## src/rtl/enemy_spawner.sv

```systemverilog
// Enemy car spawner: picks a pseudo-random lane, holds the sprite in reset, releases it and
// tracks exit/collision. Define SPAWNER_SCORE_EN to enable the saturating dodged counter.
module enemy_spawner #(
  parameter int unsigned NUM_LANES  = 4,
  parameter int unsigned LANE_X0    = 160,
  parameter int unsigned LANE_PITCH = 80,
  parameter int unsigned START_Y    = 0,
  parameter int unsigned EXIT_Y     = 480,
  parameter int unsigned RESET_HOLD = 2600000,
  parameter int unsigned GAP_CYCLES = 5000000
) (
  input  logic       clk,
  input  logic       reset,
  input  logic       run,
  input  logic       collision,
  input  logic [9:0] enemy_pos_y,
  output logic [9:0] offset_x,
  output logic [9:0] offset_y,
  output logic       enemy_reset,
  output logic       active,
  output logic [2:0] lane,
  output logic [7:0] dodged
);

  localparam int unsigned POS_W   = 10;
  localparam int unsigned LANE_W  = 3;
  localparam int unsigned LFSR_W  = 16;
  localparam int unsigned SCORE_W = 8;
  localparam int unsigned CNT_MAX = (RESET_HOLD > GAP_CYCLES) ? RESET_HOLD : GAP_CYCLES;
  localparam int unsigned CNT_W   = (CNT_MAX < 2) ? 1 : $clog2(CNT_MAX);

  localparam logic [LFSR_W-1:0] LFSR_SEED = 16'hACE1;
  localparam logic [LFSR_W-1:0] LFSR_TAPS = 16'hB400;

  typedef enum logic [2:0] {
    S_IDLE,
    S_PICK,
    S_HOLD,
    S_RUN,
    S_GAP,
    S_HALT
  } state_t;

  state_t              state, state_nxt;
  logic [CNT_W-1:0]    cnt, cnt_nxt;
  logic [LFSR_W-1:0]   lfsr;
  logic [LANE_W-1:0]   prev_lane, prev_lane_nxt;
  logic [LANE_W-1:0]   lane_nxt;
  logic [LANE_W-1:0]   cand_raw, cand;
  logic [POS_W-1:0]    offset_x_nxt;
  logic                enemy_reset_nxt;
  logic                active_nxt;
  logic                score_inc;
  logic                score_clr;

  // State register
  always_ff @(posedge clk or negedge reset) begin
    if (!reset) begin
      state <= S_IDLE;
    end else begin
      state <= state_nxt;
    end
  end

  // Lane candidate: avoid repeating the previous lane when there is a choice
  always_comb begin
    cand_raw = LANE_W'(32'(lfsr[2:0]) % NUM_LANES);
    cand     = cand_raw;
    if ((NUM_LANES > 1) && (cand_raw == prev_lane)) begin
      cand = LANE_W'((32'(cand_raw) + 32'd1) % NUM_LANES);
    end
  end

  // Next-state and registered-output decode
  always_comb begin
    state_nxt     = state;
    cnt_nxt       = cnt;
    prev_lane_nxt = prev_lane;
    lane_nxt      = lane;
    offset_x_nxt  = offset_x;
    score_inc     = 1'b0;
    score_clr     = 1'b0;

    case (state)
      S_IDLE: begin
        if (run) begin
          state_nxt = S_PICK;
          score_clr = 1'b1;
        end
      end
      S_PICK: begin
        lane_nxt     = cand;
        offset_x_nxt = POS_W'(LANE_X0 + 32'(cand) * LANE_PITCH);
        cnt_nxt      = '0;
        state_nxt    = S_HOLD;
      end
      S_HOLD: begin
        if (cnt == CNT_W'(RESET_HOLD - 1)) begin
          cnt_nxt   = '0;
          state_nxt = S_RUN;
        end else begin
          cnt_nxt = cnt + CNT_W'(1);
        end
      end
      S_RUN: begin
        if (collision) begin
          state_nxt = S_HALT;
        end else if (enemy_pos_y >= POS_W'(EXIT_Y)) begin
          state_nxt = S_GAP;
          cnt_nxt   = '0;
          score_inc = 1'b1;
        end
      end
      S_GAP: begin
        if (cnt == CNT_W'(GAP_CYCLES - 1)) begin
          cnt_nxt       = '0;
          prev_lane_nxt = lane;
          state_nxt     = S_PICK;
        end else begin
          cnt_nxt = cnt + CNT_W'(1);
        end
      end
      S_HALT: begin
        if (!run) begin
          state_nxt = S_IDLE;
        end
      end
      default: begin
        state_nxt = S_IDLE;
      end
    endcase

    // Dropping run abandons the current car from any state except HALT
    if (!run && (state != S_HALT)) begin
      state_nxt     = S_IDLE;
      cnt_nxt       = '0;
      prev_lane_nxt = prev_lane;
      lane_nxt      = lane;
      offset_x_nxt  = offset_x;
      score_inc     = 1'b0;
      score_clr     = 1'b0;
    end

    enemy_reset_nxt = !((state_nxt == S_RUN) || (state_nxt == S_HALT));
    active_nxt      = (state_nxt == S_RUN);
  end

  // Datapath and output registers
  always_ff @(posedge clk or negedge reset) begin
    if (!reset) begin
      cnt         <= '0;
      lfsr        <= LFSR_SEED;
      prev_lane   <= '0;
      lane        <= '0;
      offset_x    <= POS_W'(LANE_X0);
      offset_y    <= POS_W'(START_Y);
      enemy_reset <= 1'b1;
      active      <= 1'b0;
    end else begin
      cnt         <= cnt_nxt;
      lfsr        <= {1'b0, lfsr[LFSR_W-1:1]} ^ (lfsr[0] ? LFSR_TAPS : '0);
      prev_lane   <= prev_lane_nxt;
      lane        <= lane_nxt;
      offset_x    <= offset_x_nxt;
      offset_y    <= POS_W'(START_Y);
      enemy_reset <= enemy_reset_nxt;
      active      <= active_nxt;
    end
  end

`ifdef SPAWNER_SCORE_EN
  logic [SCORE_W-1:0] score;

  // Saturating dodge counter, cleared at the start of each game
  always_ff @(posedge clk or negedge reset) begin
    if (!reset) begin
      score <= '0;
    end else if (score_clr) begin
      score <= '0;
    end else if (score_inc && (score != {SCORE_W{1'b1}})) begin
      score <= score + SCORE_W'(1);
    end
  end

  assign dodged = score;
`else
  logic unused_score;

  assign unused_score = score_inc ^ score_clr;
  assign dodged       = SCORE_W'(0);
`endif

endmodule

```

## config.mk

```make
export PLATFORM = sky130hd
export DESIGN_NAME = enemy_spawner
export DESIGN_NICKNAME = d
export VERILOG_FILES = /design/src/rtl/enemy_spawner.sv
export SDC_FILE = /design/constraint.sdc
export NUM_CORES = 1
export LEC_CHECK = 0
export ABC_CLOCK_PERIOD_IN_PS = 3400
export BUFFER_PORTS_ARGS = -buffer_cell sky130_fd_sc_hd__buf_2
export CAP_MARGIN = 40
export CORE_MARGIN = 3
export CORE_UTILIZATION = 47
export CTS_CLUSTER_SIZE = 10
export DETAILED_ROUTE_END_ITERATION = 8
export PLACE_DENSITY = 0.67
export SYNTH_ARGS = -nofsm -noshare
export SYNTH_HDL_FRONTEND = slang
export SYNTH_SLANG_ARGS = --single-unit
```

## constraint.sdc

```tcl
create_clock -name clk -period 3.4 [get_ports clk]
set_input_delay 0.51 -clock clk [delete_from_list [all_inputs] [get_ports clk]]
set_output_delay 0.51 -clock clk [all_outputs]
set_load 0.02 [all_outputs]
```

==> metrics, run 1 <==
Worst Setup Start Kind register; EDFF count, synth 0; Post-Syn Area per Cell 9.29 um^2; worst-path fanout max 5; core area 5640 um^2; TritonCTS Buffers 5; Clk Latency, worst-skew pair 310 ps; Slew Limit Fails 0; WL/cell 14.1 um; fin area 2950 um^2; placed cell areas 2860 um^2; # diodes 0; CP Capture Type register; WL final 5490 um; dpl hpwl 3680 um; Synth cell types 50; Fin. Hold Viols 0; Most used DFF post-synth dfrtp_1; Die ar. 6930 um^2; Cell Rows 27; Horiz. Die Dim 83.3 um; critical path, cell by cell ha_1 > nand4_1 > nor4_1 > nand2_1 > or3_2 > o211ai_1; Max VDD drop 206 uV; Post CTS Setup Buffer Count 0; CTS root buffer clkbuf_8; Via density 5.51; PostCTS Resize Cnt 0; global route overflow 0; Max-Cap Viols 0; sequential area share after synthesis 46.0%; ys async rst share 100%; First-pass DRT Iterations 4; first-pass GRT wire length 9370 um; Max Clk Rate 0.394 GHz; critical path class register to register; Cell Area, Synth 2810 um^2; YS warnings 0; cts hold-fix bufs 0; PwrDens 392 nW/um^2; clock tree buffer depth 2; vias 2138; status finished clean; Area Growth Syn to Fin 5.17%; final worst clock skew 16.0 ps; FF+latch count, synth 51; Chip Height 83.3 um; antenna-violating nets left 0; area of the multi-input gates 1330 um^2; largest net degree at the start of global routing 34; Starting DRT DRC Count 125; # setup viols final 0; Worst Max-Slew Pin Slew 734 ps; WP data required 3630 ps; Hold Path Class input port to asynchronous set/reset pin; LEAKAGE 1.29 nW; minimum clock period 2540 ps; IO Port Bufs 17; unrepaired setup endpoints after global routing no; starting density of the core 49.7%; routability cong. 0.782; critical path arrival 2770 ps; period utilisation layout 74.7%; setup TNS 0 ps; share of cells above drive strength 1 19.3%; FF+latch area 1290 um^2; nets 331; Clock transition at path regs 110 ps; largest stage delay on the critical path 710 ps; Ports 47; gr usage total 16.1%; TritonCTS clock tree done; initial antenna violation count 0; CTS sink cnt 51; CP max-delay cell nor4_1; H-tree levels 2; Synth Instances 302; DR DRC count 0; number of global-route vias before repair 1990; worst rel slew slack 50.6%; Fill cells 509
-- per-layer routing --
layer	vias to the layer above	routed length, um	track usage (%)
li1	1055	-	-
met1	1028	2700	22.3
met2	53	2490	25.6
met3	2	286	3.97
met4	0	14	3.12
met5	-	0	0
-- worst paths after layout --
kind	from	end	slack, ps	cells past startpoint
worst max-delay path	cnt[0]	cnt[18]	860	6
worst min-delay path	reset	lfsr[1]	250	1
worst max register to register	cnt[0]	cnt[18]	860	6
worst min register to register	lfsr[3]	lfsr[2]	340	0
max in group asynchronous	reset	lfsr[10]	2320	2
min in group clk	lfsr[3]	lfsr[2]	340	0
-- registers in the layout (all words and copies together) (netlist names) --
name	cells
prev_lane	2
active	1
enemy_reset	1
lane	2
offset_x	3
cnt	23
lfsr	16
state	3
-- worst max-delay path: cells and delay by family (launching register included) --
kind / cells / cell delay [ps]
adder cells (fa/ha/maj): 1 / 250
AO/OA/AOI/OAI: 1 / 160
flip-flops: 1 / 410
AND/OR/NAND/NOR: 4 / 1630
-- where the power goes --
part / internal (W) / switching [W]
clock: 0.000148 / 0.000213
sequential: 0.000629 / 0.0000210
combinational: 0.0000389 / 0.000107
total: 0.000815 / 0.000341
-- synthesized netlist by cell type, types with 6 or more instances --
| cell type | n | area, um^2 |
|---|---|---|
| clkbuf_1 | 9 | 33.8 |
| buf_4 | 27 | 203 |
| nand3_1 | 9 | 45.0 |
| dfrtp_1 | 40 | 1000 |
| nand2_1 | 57 | 214 |
| a21oi_1 | 7 | 35.0 |
| o21ai_0 | 18 | 90.1 |
| o211ai_1 | 15 | 113 |
| nand4_1 | 6 | 37.5 |
| dfstp_2 | 11 | 289 |
| o22ai_1 | 6 | 37.5 |
| nor2b_1 | 7 | 43.8 |
| nor4_1 | 7 | 43.8 |
| nor2_1 | 12 | 45.0 |
-- cells in the final DEF (no fill, tap or decap), types with 2 or more instances in the layout --
cell      Yosys  final
and2_1        4      4
or2_2         5      5
nand2_1      57     57
nor2b_1       7      7
a22oi_1       2      2
a21oi_1       7      7
and3_1        2      2
or3_2         3      3
buf_4        27      5
xor2_1        5      5
buf_2         4     17
nand3_1       9      9
o22ai_1       6      6
dfstp_2      11     11
or4b_2        2      2
o211ai_1     15     15
mux2_2        2      2
dfrtp_1      40     40
nor4_4        2      2
nand4_1       6      6
nor4_1        7      7
o21ai_0      18     18
or4b_1        3      3
nor3_1        3      3
ha_1          2      2
a31oi_1       4      4
inv_1         5      5
conb_1        1     24
o221ai_1      3      3
clkbuf_8      0      5
nor2_1       12     12
-- kinds of logic (layout without fill, tap and decap cells) --
logic type      after synthesis  count (layout)  synth area share [%]
compound gates               66              66                  15.9
xor+xnor                      6               6                  1.87
fa+ha+maj                     2               2                 0.892
buf+inv                      45              36                  9.81
flops                        51              51                  46.0
mux                           2               2                 0.802
other cells                   1              24                 0.134
simple gates                129             129                  24.6
-- cell type report --
cell class | count | share of cell area, %
inverters | 5 | 0.636
repair buffers | 23 | 4.54
well taps | 72 | 3.05
multi-input cells | 229 | 45.0
clock inverters | 3 | 0.763
clock buffers | 5 | 2.33
flip-flops and latches | 51 | 43.7
-- per-stage QoR --
stage	worst slack [ps]	util, %	total power (W)	std cells	hold slack (ps)
final	859	52.3	0.00116	388	248
after global routing	649	52.3	0.00121	388	295
after CTS	867	52.3	0.00117	388	273
after detailed placement	909	50.7	0.000807	380	336
after global placement	944	50.5	0.000805	379	337
after floorplan	1350	-	0.000781	325	214
No activity file was read; power rests on OpenSTA's default activity.
==> inputs of run 2 (changes only) <==
Settings changed: ABC_CLOCK_PERIOD_IN_PS 3400 to 2150, PLACE_DENSITY 0.67 to 0.69.
Clock period 3.4 ns to 2.15 ns, I/O delays scaled along.
==> metrics, run 2 (synthesis results as in run 1) <==
status complete, but fails checks (was finished clean); failing checks negative hold slack; Worst Max-Slew Pin Slew 569 ps (was 734 ps); LEAKAGE 1.47 nW (was 1.29 nW); Worst Setup Start Kind register (unchanged); First-pass DRT Iterations 4 (unchanged); Clk Latency, worst-skew pair 310 ps (about the same); DR DRC count 0 (unchanged); Clk network pwr share 30.4% (was 31.2%); total chip power 0.00183 W (was 0.00116 W); TritonCTS clock tree done (unchanged); vias 2260 (was 2138); critical path class register to register (unchanged); largest net degree at the start of global routing 27 (was 34); Slew Limit Fails 0 (unchanged); commonest non-fill, non-tap cells in the layout nand2_1 (57), dfrtp_1 (40), buf_4 (36) (was nand2_1 (57), dfrtp_1 (40), conb_1 (24)); Via density 5.39 (was 5.51); global route overflow 0 (unchanged); dpl hpwl 4150 um (was 3680 um); placed cell areas 3070 um^2 (was 2860 um^2); routability cong. 0.796 (was 0.782); # diodes 0 (unchanged); starting density of the core 49.7% (unchanged); Max-Cap Viols 0 (unchanged); CTS root buffer clkbuf_8 (unchanged); gr usage total 16.5% (was 16.1%); Ports 47 (unchanged); cts hold-fix bufs 0 (unchanged); Int Power 0.00131 W (was 0.000815 W); CP max-delay cell or4b_4 (was nor4_1); dpl ws -9.59 ps (was 909 ps); Top reg by flops cnt (unchanged); CP delay by family, top simple AND/OR/NAND/NOR gates (unchanged); Clock transition at path regs 90 ps (was 110 ps); Largest regs cnt x23, lfsr x16 (unchanged); Fill cells 493 (was 509); worst rel slew slack 62.0% (was 50.6%); WL/cell 13.9 um (was 14.1 um); worst hold slack -1.16 ps (was 248 ps); net switching power 0.000529 W (was 0.000341 W); share of cells above drive strength 1 27.4% (was 19.3%); most common cell after layout, fill and taps aside nand2_1 (unchanged); Cell Rows 27 (unchanged); CP Capture Type register (unchanged); setup TNS 0 ps (unchanged); antenna-violating nets left 0 (unchanged); PwrDens 569 nW/um^2 (was 392 nW/um^2); combinational share of power 13.9% (was 12.6%); max reg flops 23 (unchanged); final worst clock skew 9.12 ps (was 16.0 ps); first-pass GRT wire length 9530 um (was 9370 um); Chip Height 83.3 um (unchanged); Starting DRT DRC Count 114 (was 125); Sw Share 28.8% (was 29.5%); CTS sink cnt 51 (unchanged); critical path arrival 2310 ps (was 2770 ps); Die ar. 6930 um^2 (unchanged); initial antenna violation count 0 (unchanged); nets 362 (was 331); Max Clk Rate 0.483 GHz (was 0.394 GHz); Max VDD drop 349 uV (was 206 uV); Fin. Hold Viols 1 (was 0); Horiz. Die Dim 83.3 um (unchanged); # setup viols final 0 (unchanged); fin area 3230 um^2 (was 2950 um^2); area of the multi-input gates 1360 um^2 (was 1330 um^2); Hold Path Class input port to asynchronous set/reset pin (unchanged); number of global-route vias before repair 2060 (was 1990); Final WS setup 78.8 ps (was 859 ps); sequential share of power 55.7% (was 56.2%); largest stage delay on the critical path 560 ps (was 710 ps); Area Growth Syn to Fin 15.0% (was 5.17%); core area 5640 um^2 (unchanged); minimum clock period 2070 ps (was 2540 ps); worst-path fanout max 3 (was 5); WP data required 2390 ps (was 3630 ps); critical path, cell by cell or4b_4 > nor4_4 > buf_4 > nand3_2 > o311ai_4 > and2_1 (was ha_1 > nand4_1 > nor4_1 > nand2_1 > or3_2 > o211ai_1); Bufs and invs on worst path 1 (was 0); period utilisation layout 96.3% (was 74.7%); H-tree levels 2 (unchanged); clock tree buffer depth 2 (unchanged); FF+latch area 1290 um^2 (unchanged); WL final 5820 um (was 5490 um); IO Port Bufs 17 (unchanged); TritonCTS Buffers 5 (unchanged)
==> run 2: stage by stage <==
stage	hold WS, ps	std cells	util, %
global route	29.0	419	57.2
floorplan	26.9	325	-
detailed placement	337	407	54.4
finish	-1.16	419	57.2
global placement	337	407	54.4
CTS	16.5	416	56.4
==> run 2: power by group through the flow <==
stage | Combinational [W] | Clock, W | Sequential, W
floorplan | 0.000175 | 0 | 0.00106
global placement | 0.000250 | 0 | 0.00104
detailed placement | 0.000253 | 0 | 0.00104
CTS | 0.000254 | 0.000570 | 0.00102
global route | 0.000280 | 0.000619 | 0.00103
finish | 0.000254 | 0.000558 | 0.00102
==> run 2: layout make-up <==
| type | instances | share of cell area (%) |
|---|---|---|
| timing repair buffer | 54 | 11.6 |
| tap | 72 | 2.79 |
| multi-input combinational | 229 | 42.2 |
| inverter | 5 | 0.582 |
| sequential | 51 | 40.0 |
| clock inverter | 2 | 0.543 |
| clock buffer | 6 | 2.25 |
==> run 2: final timing paths <==
path / from / to / slack, ps / cells past startpoint
setup / recovery: cnt[21] / active / 80 / 6
hold reg to reg: lfsr[9] / lfsr[8] / 360 / 0
max in group asynchronous: reset / enemy_reset / 1530 / 2
min in group clk: run / state[2] / 330 / 2
setup reg to reg: cnt[21] / active / 80 / 6
hold / removal: reset / lfsr[9] / -1 / 1
==> run 2: metal layers <==
| layer | wire length, um | global-route usage, % |
|---|---|---|
| met5 | 0 | 0 |
| met2 | 2780 | 26.9 |
| met1 | 2670 | 22.0 |
| met4 | 72 | 5.20 |
| met3 | 292 | 3.67 |
==> run 2: repair_timing <==
action | 4_1_cts | 5_1_grt
endpoints found under the setup margin | 2 | 16
pin swaps | 2 | 4
gates resized for setup | 3 | 5
gates cloned | 0 | 0
buffers inserted | 1 | 3
